$ cat config.mk
export PLATFORM = sky130hd
export DESIGN_NAME = avalon_len_enforcer_flat
export DESIGN_NICKNAME = d
export VERILOG_FILES = /design/src/rtl/general_pack.sv /design/src/rtl/avalon_st_if.sv /design/src/rtl/avalon_st_out_reg.sv /design/src/rtl/avalon_len_enforcer.sv /design/src/flat_wrapper.sv
export SDC_FILE = /design/constraint.sdc
export NUM_CORES = 1
export LEC_CHECK = 0
export ABC_AREA = 1
export BUFFER_PORTS_ARGS = -buffer_cell sky130_fd_sc_hd__buf_2
export CORE_UTILIZATION = 45
export CTS_CLUSTER_SIZE = 20
export DETAILED_ROUTE_END_ITERATION = 8
export PLACE_DENSITY = 0.73
export REMOVE_ABC_BUFFERS = 1
export SLEW_MARGIN = 10
export SYNTH_ARGS = -nofsm -noshare
export SYNTH_HDL_FRONTEND = slang
export SYNTH_SLANG_ARGS = --single-unit
export TNS_END_PERCENT = 5
$ cat constraint.sdc
create_clock -name clk -period 4.1 [get_ports clk]
set_clock_uncertainty 0.05 [all_clocks]
set_input_delay 0.41 -clock clk [delete_from_list [all_inputs] [get_ports clk]]
set_output_delay 0.41 -clock clk [all_outputs]
set_load 0.02 [all_outputs]
$ cat src/rtl/general_pack.sv
// Shared types and helpers for the Avalon-ST framing blocks.
package general_pack;

  typedef enum logic [1:0] {
    BETWEEN_MSG,
    IN_MSG,
    DROP
  } len_enf_state_t;

  localparam int unsigned MASK_MAX_BYTES = 128;

  // Bit i set means byte i survives; bytes below empty are cleared on an EOP beat.
  function automatic logic [MASK_MAX_BYTES-1:0] empty_byte_mask(input logic [7:0] empty,
                                                                 input logic       eop);
    logic [MASK_MAX_BYTES-1:0] keep;
    keep = '1;
    for (int unsigned i = 0; i < MASK_MAX_BYTES; i++)
      keep[i] = ~eop | (i >= 32'(empty));
    return keep;
  endfunction

endpackage

$ cat src/rtl/avalon_st_if.sv
// Avalon-ST stream bundle: data, empty, sop, eop, valid, rdy.
interface avalon_st_if #(
  parameter int unsigned DATA_WIDTH_IN_BYTES = 16
);
  localparam int unsigned EMPTY_W = $clog2(DATA_WIDTH_IN_BYTES);

  logic [8*DATA_WIDTH_IN_BYTES-1:0] data;
  logic [EMPTY_W-1:0]               empty;
  logic                             sop;
  logic                             eop;
  logic                             valid;
  logic                             rdy;

  modport master (output data, empty, sop, eop, valid, input rdy);
  modport slave  (input data, empty, sop, eop, valid, output rdy);
endinterface

$ cat src/rtl/avalon_st_out_reg.sv
// Single-entry registered Avalon-ST stage; o_rdy_up tells the producer a load is possible.
module avalon_st_out_reg #(
  parameter int unsigned DATA_W  = 128,
  parameter int unsigned EMPTY_W = 4
) (
  input  logic               clk,
  input  logic               rst,
  input  logic               i_load,
  input  logic [DATA_W-1:0]  i_data,
  input  logic [EMPTY_W-1:0] i_empty,
  input  logic               i_sop,
  input  logic               i_eop,
  input  logic               i_rdy,
  output logic               o_rdy_up,
  output logic               o_valid,
  output logic [DATA_W-1:0]  o_data,
  output logic [EMPTY_W-1:0] o_empty,
  output logic               o_sop,
  output logic               o_eop
);

  assign o_rdy_up = ~o_valid | i_rdy;

  // i_load is only asserted while o_rdy_up is high, so a held beat is never overwritten.
  always_ff @(posedge clk or negedge rst) begin
    if (!rst) begin
      o_valid <= 1'b0;
      o_data  <= '0;
      o_empty <= '0;
      o_sop   <= 1'b0;
      o_eop   <= 1'b0;
    end else if (i_load) begin
      o_valid <= 1'b1;
      o_data  <= i_data;
      o_empty <= i_empty;
      o_sop   <= i_sop;
      o_eop   <= i_eop;
    end else if (i_rdy) begin
      o_valid <= 1'b0;
    end
  end

endmodule

$ cat src/rtl/avalon_len_enforcer.sv
// Framing repair and maximum-length enforcement for an untrusted Avalon-ST source.
// Define AVALON_LEN_ENFORCER_STATS_EN to add saturating msg/drop/error counters.
module avalon_len_enforcer
  import general_pack::*;
#(
  parameter int unsigned DATA_WIDTH_IN_BYTES = 16,
  parameter int unsigned MAX_MSG_BEATS       = 64,
  parameter int unsigned STAT_CNT_WIDTH      = 16
) (
  input  logic                      clk,
  input  logic                      rst,
  avalon_st_if.slave                untrusted_msg,
  avalon_st_if.master               enforced_msg,
  output logic                      missing_sop,
  output logic                      unexpected_sop,
  output logic                      truncated
`ifdef AVALON_LEN_ENFORCER_STATS_EN
  ,
  output logic [STAT_CNT_WIDTH-1:0] msg_cnt,
  output logic [STAT_CNT_WIDTH-1:0] drop_cnt,
  output logic [STAT_CNT_WIDTH-1:0] err_cnt
`endif
);

  localparam int unsigned DATA_W  = 8 * DATA_WIDTH_IN_BYTES;
  localparam int unsigned EMPTY_W = $clog2(DATA_WIDTH_IN_BYTES);
  localparam int unsigned CNT_W   = $clog2(MAX_MSG_BEATS + 1);

  if (MAX_MSG_BEATS < 2 || MAX_MSG_BEATS > 65535 || STAT_CNT_WIDTH < 1) begin : g_cfg_invalid
    $error("avalon_len_enforcer: MAX_MSG_BEATS must be 2..65535 and STAT_CNT_WIDTH >= 1");
  end

  len_enf_state_t r_state, w_state_nxt;
  logic [CNT_W-1:0]   r_beat_cnt, w_cnt_nxt;
  logic               r_missing_sop, r_unexpected_sop, r_truncated;
  logic               w_rdy_up, w_acc, w_at_limit;
  logic               w_fwd, w_sop, w_eop, w_miss, w_unexp, w_trunc;
  logic [EMPTY_W-1:0] w_empty;
  logic [DATA_WIDTH_IN_BYTES-1:0] w_keep;
  logic [DATA_W-1:0]  w_data;

  assign untrusted_msg.rdy = w_rdy_up;
  assign w_acc      = untrusted_msg.valid & w_rdy_up;
  assign w_at_limit = (r_beat_cnt == CNT_W'(MAX_MSG_BEATS - 1));

  always_ff @(posedge clk or negedge rst) begin
    if (!rst) begin
      r_state          <= BETWEEN_MSG;
      r_beat_cnt       <= '0;
      r_missing_sop    <= 1'b0;
      r_unexpected_sop <= 1'b0;
      r_truncated      <= 1'b0;
    end else begin
      r_missing_sop    <= w_acc & w_miss;
      r_unexpected_sop <= w_acc & w_unexp;
      r_truncated      <= w_acc & w_trunc;
      if (w_acc) begin
        r_state    <= w_state_nxt;
        r_beat_cnt <= w_cnt_nxt;
      end
    end
  end

  always_comb begin
    w_state_nxt = r_state;
    case (r_state)
      IN_MSG: begin
        if (untrusted_msg.eop)
          w_state_nxt = BETWEEN_MSG;
        else if (untrusted_msg.sop || w_at_limit)
          w_state_nxt = DROP;
      end
      default: begin
        if (untrusted_msg.sop)
          w_state_nxt = untrusted_msg.eop ? BETWEEN_MSG : IN_MSG;
        else if (r_state == DROP && untrusted_msg.eop)
          w_state_nxt = BETWEEN_MSG;
      end
    endcase
  end

  always_comb begin
    w_fwd     = 1'b0;
    w_sop     = 1'b0;
    w_eop     = untrusted_msg.eop;
    w_empty   = untrusted_msg.eop ? untrusted_msg.empty : '0;
    w_miss    = 1'b0;
    w_unexp   = 1'b0;
    w_trunc   = 1'b0;
    w_cnt_nxt = r_beat_cnt;
    case (r_state)
      IN_MSG: begin
        w_fwd     = 1'b1;
        w_cnt_nxt = r_beat_cnt + CNT_W'(1);
        w_unexp   = untrusted_msg.sop;
        w_trunc   = w_at_limit & ~untrusted_msg.eop;
        if (w_unexp || w_trunc) begin
          w_eop   = 1'b1;
          w_empty = '0;
        end
      end
      default: begin
        if (untrusted_msg.sop) begin
          w_fwd     = 1'b1;
          w_sop     = 1'b1;
          w_cnt_nxt = CNT_W'(1);
        end else begin
          w_miss = (r_state == BETWEEN_MSG);
        end
      end
    endcase
  end

  always_comb begin
    w_keep = DATA_WIDTH_IN_BYTES'(empty_byte_mask(8'(w_empty), w_eop));
    w_data = '0;
    for (int unsigned b = 0; b < DATA_WIDTH_IN_BYTES; b++)
      w_data[8*b +: 8] = w_keep[b] ? untrusted_msg.data[8*b +: 8] : 8'h00;
  end

  avalon_st_out_reg #(
    .DATA_W  (DATA_W),
    .EMPTY_W (EMPTY_W)
  ) u_out_reg (
    .clk      (clk),
    .rst      (rst),
    .i_load   (w_acc & w_fwd),
    .i_data   (w_data),
    .i_empty  (w_empty),
    .i_sop    (w_sop),
    .i_eop    (w_eop),
    .i_rdy    (enforced_msg.rdy),
    .o_rdy_up (w_rdy_up),
    .o_valid  (enforced_msg.valid),
    .o_data   (enforced_msg.data),
    .o_empty  (enforced_msg.empty),
    .o_sop    (enforced_msg.sop),
    .o_eop    (enforced_msg.eop)
  );

  assign missing_sop    = r_missing_sop;
  assign unexpected_sop = r_unexpected_sop;
  assign truncated      = r_truncated;

`ifdef AVALON_LEN_ENFORCER_STATS_EN
  logic [STAT_CNT_WIDTH-1:0] r_msg_cnt, r_drop_cnt, r_err_cnt;
  logic [STAT_CNT_WIDTH:0]   w_err_sum;

  // Wide sum so a +2 step near the top still saturates instead of wrapping.
  assign w_err_sum = {1'b0, r_err_cnt} + (STAT_CNT_WIDTH+1)'(w_acc & w_miss)
                   + (STAT_CNT_WIDTH+1)'(w_acc & w_unexp) + (STAT_CNT_WIDTH+1)'(w_acc & w_trunc);

  always_ff @(posedge clk or negedge rst) begin
    if (!rst) begin
      r_msg_cnt  <= '0;
      r_drop_cnt <= '0;
      r_err_cnt  <= '0;
    end else begin
      if (w_acc && w_fwd && w_eop && r_msg_cnt != '1)
        r_msg_cnt <= r_msg_cnt + STAT_CNT_WIDTH'(1);
      if (w_acc && !w_fwd && r_drop_cnt != '1)
        r_drop_cnt <= r_drop_cnt + STAT_CNT_WIDTH'(1);
      r_err_cnt <= w_err_sum[STAT_CNT_WIDTH] ? '1 : w_err_sum[STAT_CNT_WIDTH-1:0];
    end
  end

  assign msg_cnt  = r_msg_cnt;
  assign drop_cnt = r_drop_cnt;
  assign err_cnt  = r_err_cnt;
`endif

endmodule

$ cat src/flat_wrapper.sv
// flat-port wrapper written by rule: the top's interface ports become plain ports
module avalon_len_enforcer_flat import general_pack::*;
#(
  parameter int unsigned DATA_WIDTH_IN_BYTES = 16,
  parameter int unsigned MAX_MSG_BEATS       = 64,
  parameter int unsigned STAT_CNT_WIDTH      = 16
)
  (clk, rst, missing_sop, unexpected_sop, truncated, untrusted_msg_data, untrusted_msg_empty, untrusted_msg_sop, untrusted_msg_eop, untrusted_msg_valid, untrusted_msg_rdy, enforced_msg_data, enforced_msg_empty, enforced_msg_sop, enforced_msg_eop, enforced_msg_valid, enforced_msg_rdy);
  avalon_st_if #(.DATA_WIDTH_IN_BYTES(DATA_WIDTH_IN_BYTES)) untrusted_msg_i ();
  avalon_st_if #(.DATA_WIDTH_IN_BYTES(DATA_WIDTH_IN_BYTES)) enforced_msg_i ();
  input  logic clk;
  input  logic rst;
  output logic missing_sop;
  output logic unexpected_sop;
  output logic truncated;
  input wire logic [$bits(untrusted_msg_i.data)-1:0] untrusted_msg_data;
  input wire logic [$bits(untrusted_msg_i.empty)-1:0] untrusted_msg_empty;
  input wire logic [$bits(untrusted_msg_i.sop)-1:0] untrusted_msg_sop;
  input wire logic [$bits(untrusted_msg_i.eop)-1:0] untrusted_msg_eop;
  input wire logic [$bits(untrusted_msg_i.valid)-1:0] untrusted_msg_valid;
  output wire logic [$bits(untrusted_msg_i.rdy)-1:0] untrusted_msg_rdy;
  output wire logic [$bits(enforced_msg_i.data)-1:0] enforced_msg_data;
  output wire logic [$bits(enforced_msg_i.empty)-1:0] enforced_msg_empty;
  output wire logic [$bits(enforced_msg_i.sop)-1:0] enforced_msg_sop;
  output wire logic [$bits(enforced_msg_i.eop)-1:0] enforced_msg_eop;
  output wire logic [$bits(enforced_msg_i.valid)-1:0] enforced_msg_valid;
  input wire logic [$bits(enforced_msg_i.rdy)-1:0] enforced_msg_rdy;
  assign untrusted_msg_i.data = untrusted_msg_data;
  assign untrusted_msg_i.empty = untrusted_msg_empty;
  assign untrusted_msg_i.sop = untrusted_msg_sop;
  assign untrusted_msg_i.eop = untrusted_msg_eop;
  assign untrusted_msg_i.valid = untrusted_msg_valid;
  assign untrusted_msg_rdy = untrusted_msg_i.rdy;
  assign enforced_msg_data = enforced_msg_i.data;
  assign enforced_msg_empty = enforced_msg_i.empty;
  assign enforced_msg_sop = enforced_msg_i.sop;
  assign enforced_msg_eop = enforced_msg_i.eop;
  assign enforced_msg_valid = enforced_msg_i.valid;
  assign enforced_msg_i.rdy = enforced_msg_rdy;
  avalon_len_enforcer #(.DATA_WIDTH_IN_BYTES(DATA_WIDTH_IN_BYTES), .MAX_MSG_BEATS(MAX_MSG_BEATS), .STAT_CNT_WIDTH(STAT_CNT_WIDTH)) u_core (.clk(clk), .rst(rst), .untrusted_msg(untrusted_msg_i), .enforced_msg(enforced_msg_i), .missing_sop(missing_sop), .unexpected_sop(unexpected_sop), .truncated(truncated));
endmodule
==> impl_metrics.ini, run 1 <==
[floorplan]
io_pins = 277
die_h_um = 122
core_area_um2 = 13900
initial_core_util_pct = 46.2
dieArea_um2 = 14800
dieWidth_um = 122
row_count = 43

[synthesis]
yosysTopAreaCell = dfrtp_1
ys_top_cells_by_area = dfrtp_1 57%, nand2_1 22%, inv_1 4.1%
ys_ff_latch = 147
synthCells = 806
ys_warn_count = 0
syn_area_per_cell_um2 = 7.98
syn_area_um2 = 6430
synth.distinct_cells = 26
seq_area_frac_synth_pct = 57.2
synth_top_area_share_pct = 57.2

[detailed_routing]
drt_iter0_drc = 353
num_vias = 5944
remaining_drc_errors = 0
routed_wl_mm = 17.5
ant_nets = 0
via_per_inst = 4.70
routedWlPerCell_um = 13.8
firstDrtPassIters = 5

[setup_path]
rrSetupSlack_ns = 1.70
r2r_cells = 6
r2r-start = u_core.r_state[0]$_DFFE_PN0P_
worst_setup_path_end_kind = register
required_ns = 4.36
arrival_ns = 2.66
start_kind = register
crit_type = register to register
timing.rr.end = u_core.u_out_reg.o_data[101]$_DFFE_PN0P_
path_max_fanout = 13

[sta]
setup_viol = 0
setup_tns_ns = 0
worst_pin_slew_ns = 0.900
whs_ns = 0.0293
final_max_slew_viol_count = 0
rsz0062_at_grt = no
fmax_ghz = 0.417
fin_ws_ns = 1.70
period_needed_ns = 2.40
fin_crit_sh_pct = 58.5
max_slew_margin_pct = 40.0
finalHoldViolCount = 0

[cts]
clock_latency_ns = 0.43
cts.sinks = 147
htree_levels = 4
cts_setup_buffers = 0
path_clk_slew_ns = 0.06
ctsRootBufferMaster = clkbuf_16
cts.path.max_buffers = 2
cts-resized-gates = 0
tritoncts = done
cts_buffers = 17
hold_buffers = 0

[power]
p_leak_nw = 5.08
powerDensity_nw_per_um2 = 661
p_total_mw = 5.66
worst_ir_drop_vdd_mv = 0.350

[global_routing]
grt_pass1_vias = 5532
grt_max_degree = 98
antenna_found_initial = 0
grt_usage_pct = 24.0
grt_remaining_overflow = 0
grt_pass1_wl_mm = 27.2

[layout]
final_util_pct = 61.4
final_nets = 1212
drive_gt1_share_pct = 30.0
area_delta_synth_final_pct = 33.1
diodes = 0

[placed_design]
gp_congestion = 0.820
dp_hpwl_mm = 12.0
io_buffer_count = 276
place_ws_ns = 1.57

[hold_path]
min_path_type = input port to async pin

[run_status]
run_status = complete, no violations

[run]
cap_violations = 0
==> placed cells by master, fill, tap and decap left out, types with 2 or more instances in the layout <==
cell and instances:
clkbuf_8 6, nor2_1 69, o21bai_1 2, nand2_2 4, inv_2 2, nand3_1 37, inv_1 70, nand4_1 2
dfrtp_1 147, o21ai_1 6, o21ai_0 44, clkinv_2 2, bufinv_16 4, clkbuf_16 17, buf_2 275, clkinvlp_4 2
buf_4 4, nand2_1 377, nor2_4 2
==> metrics by stage <==
stage | std cells | instance area, um^2
after CTS | 1266 | 8560
final | 1266 | 8560
after detailed placement | 1234 | 7900
after floorplan | 773 | 6230
after global placement | 1234 | 7900
after global routing | 1266 | 8560
==> logic make-up (layout without fill, tap and decap cells) <==
group | after synthesis | count (layout) | share of synthesized area [%]
and+or+nand+nor | 497 | 497 | 30.5
adders and majority gates | 1 | 1 | 0.194
AOI/OAI and AO/OA | 55 | 55 | 4.57
xor gates and xnor gates | 1 | 1 | 0.136
DFF | 147 | 147 | 57.2
buffers and inverters | 105 | 385 | 7.39
==> synth_stat cells <==
cell and n:
buf_4 6, nand3_4 1, o21ai_1 6, nor2_2 1, or2_2 1, nor2_1 69
nor4_1 1, nand2_2 4, o21ai_0 44, nand3_2 1, xor2_1 1, nor2_4 1
nand4_1 2, buf_2 23, inv_2 2, buf_6 4, dfrtp_1 147, nor3_1 1
a21oi_1 1, o211ai_2 1, o21bai_1 2, a21boi_2 1, nand3_1 37, ha_1 1
inv_1 70, nand2_1 378
==> where the power goes <==
group / switching [mW] / total (mW) / leakage (nW) / internal [mW]
sequential: 0.247 / 2.13 / 1.87 / 1.89
clock: 0.592 / 1.71 / 0.318 / 1.11
combinational: 1.24 / 1.82 / 2.89 / 0.583
==> worst max-delay path: stages (launching register included) <==
cell and delay, ns:
dfrtp_1 0.46, nand3_4 0.18, nand3_2 0.26, nor2_1 0.69, nand2_1 0.41, nand2_1 0.16, nand2_1 0.06
==> registers in the layout, indices dropped and copies added, names as in the netlist <==
| name | count |
|---|---|
| u_core.truncated | 1 |
| u_core.missing_sop | 1 |
| u_core.r_state | 2 |
| u_core.u_out_reg.o_data | 128 |
| u_core.unexpected_sop | 1 |
| u_core.u_out_reg.o_valid | 1 |
| u_core.u_out_reg.o_empty | 4 |
| u_core.u_out_reg.o_eop | 1 |
| u_core.u_out_reg.o_sop | 1 |
| u_core.r_beat_cnt | 7 |
==> cell type report <==
cell class | instances | area, um^2
fill | 1279 | 5380
sequential | 147 | 3680
tap | 180 | 225
inverter | 72 | 270
timing repair buffer | 281 | 1440
clock inverter | 8 | 145
multi-input combinational | 554 | 2290
clock buffer | 24 | 512
==> worst max-delay path by stage <==
stage | start | depth (start not counted) | endpoint
2_1_floorplan | u_core.u_out_reg.o_valid$_DFFE_PN0P_ | 6 | u_core.r_state[0]$_DFFE_PN0P_
3_3_place_gp | untrusted_msg_sop | 7 | u_core.u_out_reg.o_data[100]$_DFFE_PN0P_
3_5_place_dp | untrusted_msg_sop | 7 | u_core.u_out_reg.o_data[101]$_DFFE_PN0P_
4_1_cts | u_core.r_state[0]$_DFFE_PN0P_ | 6 | u_core.u_out_reg.o_data[101]$_DFFE_PN0P_
5_1_grt | u_core.r_state[0]$_DFFE_PN0P_ | 6 | u_core.u_out_reg.o_data[101]$_DFFE_PN0P_
6_report | u_core.r_state[0]$_DFFE_PN0P_ | 6 | u_core.u_out_reg.o_data[101]$_DFFE_PN0P_
==> layer usage <==
metal | part of all wire (%) | track usage (%) | vias to the layer above
met4 | 2.6 | 10.9 | 0
met5 | 0 | 0 | -
met3 | 6.2 | 5.71 | 33
met2 | 48 | 38.7 | 194
li1 | - | - | 2979
met1 | 43 | 30.8 | 2738
Power figures use the tool's default switching activity.
==> run 2, diff against run 1 <==
- clock period: 4.1 -> 2.4 ns (I/O delays scaled with it)
==> impl_metrics.ini, run 2 (synthesis results as in run 1) <==
[run_status]
run_status = complete, no violations

[placed_design]
gp_congestion = 0.812
dp_hpwl_mm = 12.2
place_ws_ns = 0.534
io_buffer_count = 276

[setup_path]
arrival_ns = 2.16
start_kind = register
cp_common_cell = nand2_1
worstPathCellList = nand2_2 -> nand2_1 -> nand2_4 -> buf_12 -> nor2_1 -> nand3_1 -> nand2_1
crit_buf_inv = 1
cp_slowest_stage_delay_ns = 0.46
r2r_cells = 7
path_max_fanout = 83
crit_family = simple AND/OR/NAND/NOR gates
required_ns = 2.66
crit_type = register to register
worstSetupPathDepth = 7
critical_path.slowest_cell = dfrtp_1
worst_setup_path_end_kind = register

[detailed_routing]
drt_iter0_drc = 409
remaining_drc_errors = 0
num_vias = 6224
via_per_inst = 4.79
firstDrtPassIters = 4
ant_nets = 0
routedWlPerCell_um = 13.8
routed_wl_mm = 18.0

[power]
combPwrFrac_pct = 32.4
worst_ir_drop_vdd_mv = 0.723
p_int_mw = 6.21
clkPwrFrac_pct = 30.2
sw_frac_of_total_pct = 36.4
p_seq_share_pct = 37.4
p_sw_mw = 3.56
p_leak_nw = 5.25
powerDensity_nw_per_um2 = 1090

[floorplan]
initial_core_util_pct = 46.2
io_pins = 277
row_count = 43
core_area_um2 = 13900
die_h_um = 122
dieArea_um2 = 14800
dieWidth_um = 122

[sta]
worst_pin_slew_ns = 0.649
setup_tns_ns = 0
period_needed_ns = 1.90
fin_crit_sh_pct = 79.4
rsz0062_at_grt = no
finalHoldViolCount = 0
setup_viol = 0
fin_ws_ns = 0.495
final_max_slew_viol_count = 0
fmax_ghz = 0.525
max_slew_margin_pct = 56.4

[layout]
final_common_cell = nand2_1
diodes = 0
regArea_um2 = 3680
layout_common_cells = 377 x nand2_1, 275 x buf_2, 147 x dfrtp_1
reg_top3 = u_core.u_out_reg.o_data: 128 flops, u_core.r_beat_cnt: 7 flops, u_core.u_out_reg.o_empty: 4 flops
largest_reg_flops = 128
nFillCells = 1158
final_nets = 1248
final_util_pct = 64.1
area_delta_synth_final_pct = 38.9
multiInputGateArea_um2 = 2290
regMostFlops = u_core.u_out_reg.o_data
drive_gt1_share_pct = 29.2

[run]
cap_violations = 0

[global_routing]
grt_pass1_vias = 6013
grt_remaining_overflow = 0
grt_max_degree = 84
grt_pass1_wl_mm = 28.4
grt_usage_pct = 24.9
antenna_found_initial = 0

[cts]
tritoncts = done
clock_latency_ns = 0.42
cts.sinks = 147
cts.path.max_buffers = 2
ctsRootBufferMaster = clkbuf_16
cts_buffers = 17
path_clk_slew_ns = 0.06
hold_buffers = 33
cts_setup_buffers = 0
cts-resized-gates = 0
htree_levels = 4

[hold_path]
min_path_type = input port to register
worstHoldPathCells = 3
==> run 2: power groups by stage <==
stage	logic, mW	clock network [mW]	registers [mW]
2_1_floorplan	1.01	0	4.57
3_3_place_gp	3.08	0	3.66
3_5_place_dp	3.13	0	3.68
4_1_cts	3.18	2.99	3.66
5_1_grt	3.47	3.10	3.75
6_report	3.17	2.95	3.66
==> run 2: metal layers <==
layer,global-route usage (%),part of all wire [%]
met5,0,0
met4,10.3,2.4
met3,6.13,6.1
met1,30.0,42
met2,42.7,50
==> run 2: metrics by stage <==
stage	instance area (um^2)	hold slack, ns	power [mW]	std cells
after floorplan	6230	-0.106	5.58	773
after global placement	7950	0.188	6.75	1237
after detailed placement	7950	0.184	6.80	1237
after CTS	8940	0.000191	9.83	1300
after global routing	8940	0.0176	10.3	1300
final	8940	0.0197	9.78	1300
==> run 2: layout make-up <==
class | instances | share of cell area, %
Clock buffer | 22 | 5.42
Clock inverter | 8 | 1.93
Inverter | 72 | 3.02
Multi-Input combinational cell | 554 | 25.6
Sequential cell | 147 | 41.2
Tap cell | 180 | 2.52
Timing Repair Buffer | 317 | 20.3
==> run 2: final timing paths <==
path / endpoint / slack (ns) / start
setup / recovery: u_core.u_out_reg.o_data[39]$_DFFE_PN0P_ / 0.50 / u_core.r_state[0]$_DFFE_PN0P_
hold / removal: u_core.u_out_reg.o_data[88]$_DFFE_PN0P_ / 0.02 / untrusted_msg_data[88]
setup reg to reg: u_core.u_out_reg.o_data[39]$_DFFE_PN0P_ / 0.50 / u_core.r_state[0]$_DFFE_PN0P_
hold reg to reg: u_core.u_out_reg.o_data[72]$_DFFE_PN0P_ / 0.42 / u_core.u_out_reg.o_data[72]$_DFFE_PN0P_
max in group asynchronous: u_core.u_out_reg.o_data[114]$_DFFE_PN0P_ / 1.24 / rst
min in group asynchronous: u_core.u_out_reg.o_data[80]$_DFFE_PN0P_ / 0.30 / rst
==> run 2: worst register-to-register path, delay by kind of cell, from the launching register on <==
kind | cells | cell delay [ns]
buf+inv | 1 | 0.36
flops | 1 | 0.46
simple gates | 6 | 0.92
==> run 3, diff against run 2 <==
- ABC_AREA: 1 -> 0
- CORE_UTILIZATION: 45 -> 42
- clock period: 2.4 -> 1.7 ns (I/O delays scaled with it)
==> impl_metrics.ini, run 3 <==
[sta]
finalHoldViolCount = 0
max_slew_margin_pct = 57.7
fin_ws_ns = 0.0261
fin_crit_sh_pct = 98.5
fmax_ghz = 0.597
rsz0062_at_grt = yes
whs_ns = 0.0186
final_max_slew_viol_count = 0
period_needed_ns = 1.67
setup_tns_ns = 0
worst_pin_slew_ns = 0.631
setup_viol = 0

[layout]
largest_reg_flops = 128
layout_common_cells = 275 x buf_2, 147 x dfrtp_1, 130 x o21ai_0
final_area_um2 = 9790
final_util_pct = 70.3
area_delta_synth_final_pct = 62.9
drive_gt1_share_pct = 36.0
stdcell_count = 1197
final_nets = 1142
regMostFlops = u_core.u_out_reg.o_data
final_common_cell = buf_2
nFillCells = 1008
reg_top3 = u_core.u_out_reg.o_data: 128 flops, u_core.r_beat_cnt: 7 flops, u_core.u_out_reg.o_empty: 4 flops
multiInputGateArea_um2 = 2080
regArea_um2 = 3680

[setup_path]
r2r-start = u_core.r_state[0]$_DFFE_PN0P_
arrival_ns = 1.94
rrSetupSlack_ns = 0.03
critical_path.slowest_cell = dfrtp_1
worstPathCellList = nor2b_2 -> o211ai_4 -> buf_4 -> clkbuf_16 -> nand2_1 -> o21ai_0
worst_setup_path_end_kind = register
worstSetupStartpoint = u_core.r_state[0]$_DFFE_PN0P_
cp_slowest_stage_delay_ns = 0.38
required_ns = 1.97
crit_family = buffers and inverters
crit_type = register to register
path_max_fanout = 28
start_kind = register
crit_buf_inv = 2

[cts]
cts_buffers = 17
htree_levels = 4
tritoncts = done
cts.path.max_buffers = 2
clock_latency_ns = 0.42
path_clk_slew_ns = 0.06
cts.sinks = 147
ctsRootBufferMaster = clkbuf_16

[detailed_routing]
routedWlPerCell_um = 16.5
ant_nets = 0
remaining_drc_errors = 0
num_vias = 6162
drt_iter0_drc = 371
routed_wl_mm = 19.8
via_per_inst = 5.15
firstDrtPassIters = 5

[global_routing]
grt_pass1_wl_mm = 29.6
grt_busiest_layer = met2
antenna_found_initial = 0
grt_usage_pct = 26.0
grt_max_degree = 113
met3_usage_pct = 5.34
grt_use_met2_pct = 43.9
grt_pass1_vias = 5932
met1_usage_pct = 30.9
grt_remaining_overflow = 0

[run]
cap_violations = 0

[power]
clkPwrFrac_pct = 30.5
powerDensity_nw_per_um2 = 1290
worst_ir_drop_vdd_mv = 0.700
sw_frac_of_total_pct = 34.3
p_sw_mw = 4.32
p_seq_share_pct = 38.5
p_int_mw = 8.28
p_leak_nw = 4.95
combPwrFrac_pct = 31.1
p_total_mw = 12.6

[placed_design]
place_area_um2 = 7780
placed_cells = 1034
gp_congestion = 0.802
dp_hpwl_mm = 11.7
place_ws_ns = -0.103
io_buffer_count = 276

[synthesis]
synth_top_area_share_pct = 61.2
synth.distinct_cells = 36
synth-main-ff-cell = dfrtp_1
seq_area_frac_synth_pct = 61.2
yosys-top-cells-count = 147 x dfrtp_1, 134 x o21ai_0, 100 x nand2_1
ys_ff_latch = 147
synth_edf_count = 0
syn_area_um2 = 6010
syn_area_per_cell_um2 = 10.3
ys_top_cells_by_area = dfrtp_1 61%, o21ai_0 11%, nand2_1 6.2%
ys_warn_count = 0
synthCells = 582
yosysTopAreaCell = dfrtp_1
synth_most_common_cell = dfrtp_1
async_reset_ff_share_pct = 100

[floorplan]
io_pins = 277
initial_core_util_pct = 43.2
dieWidth_um = 122
dieArea_um2 = 14800
die_h_um = 122
core_area_um2 = 13900
row_count = 43

[hold_path]
hold_start = untrusted_msg_data[52]
min_path_type = input port to register

[run_status]
run_status = complete, no violations
run 3: cell types whose count changed after synthesis, moves of 19 or more:
cell      previous run  this run
a22o_1               0        26
clkbuf_1             0        19
inv_1               70        27
nand2_1            378       100
nand3_1             37         8
nor2_1              69        11
o21ai_0             44       134
o31ai_1              0        26
run 3: worst paths after layout:
| kind | to | depth (start not counted) |
|---|---|---|
| min in group asynchronous | u_core.u_out_reg.o_data[28]$_DFFE_PN0P_ | 2 |
| max in group asynchronous | u_core.u_out_reg.o_data[37]$_DFFE_PN0P_ | 3 |
| worst max-delay path | u_core.u_out_reg.o_data[119]$_DFFE_PN0P_ | 6 |
| worst max register to register | u_core.u_out_reg.o_data[119]$_DFFE_PN0P_ | 6 |
| worst min-delay path | u_core.u_out_reg.o_data[52]$_DFFE_PN0P_ | 3 |
| worst min register to register | u_core.u_out_reg.o_data[1]$_DFFE_PN0P_ | 2 |
run 3: tightest hold or removal path: stages:
cell and delay [ns]:
buf_2 0.10, o21ai_0 0.06, o21ai_0 0.09
run 3: cell type report:
class	instances	area share, %
Antenna cell	1	0.0256
Clock buffer	20	4.66
Clock inverter	12	1.57
Inverter	27	1.03
Multi-Input combinational cell	368	21.2
Sequential cell	147	37.6
Tap cell	180	2.30
Timing Repair Buffer	442	31.6
run 3: repair_timing:
action / CTS / global route
resized for setup: 4 / 22
hold endpoints to repair: 233 / 0
buffers inserted: 0 / 1
gates cloned: 0 / 2
endpoints found under the setup margin: 38 / 119
hold buffers: 127 / 0
run 3: routing by layer:
| metal | up-vias | part of all wire [%] | wire length, um |
|---|---|---|---|
| met5 | - | 0 | 0 |
| met4 | 0 | 4.1 | 809 |
| li1 | 2891 | - | - |
| met3 | 68 | 5.0 | 996 |
| met2 | 262 | 52 | 10200 |
| met1 | 2941 | 39 | 7770 |
run 3: power groups by stage:
stage          registers [mW]  logic, mW  clock network [mW]
4_1_cts                  4.82       3.78                3.91
2_1_floorplan            5.86       1.01                   0
5_1_grt                  4.95       4.22                4.06
3_5_place_dp             4.87       3.54                   0
6_report                 4.85       3.91                3.84
3_3_place_gp             4.85       3.48                   0
run 3: logic make-up (layout without fill, tap and decap cells):
| kind of cell | Yosys count | in the layout | share of synthesized area (%) |
|---|---|---|---|
| AO/OA/AOI/OAI | 211 | 211 | 21.6 |
| flip-flops | 147 | 147 | 61.2 |
| AND/OR/NAND/NOR | 147 | 147 | 10.5 |
| buffers and inverters | 67 | 501 | 4.87 |
| multiplexers | 8 | 8 | 1.50 |
| adder cells (fa/ha/maj) | 1 | 1 | 0.208 |
| XOR/XNOR | 1 | 1 | 0.146 |
| other | 0 | 1 | 0 |
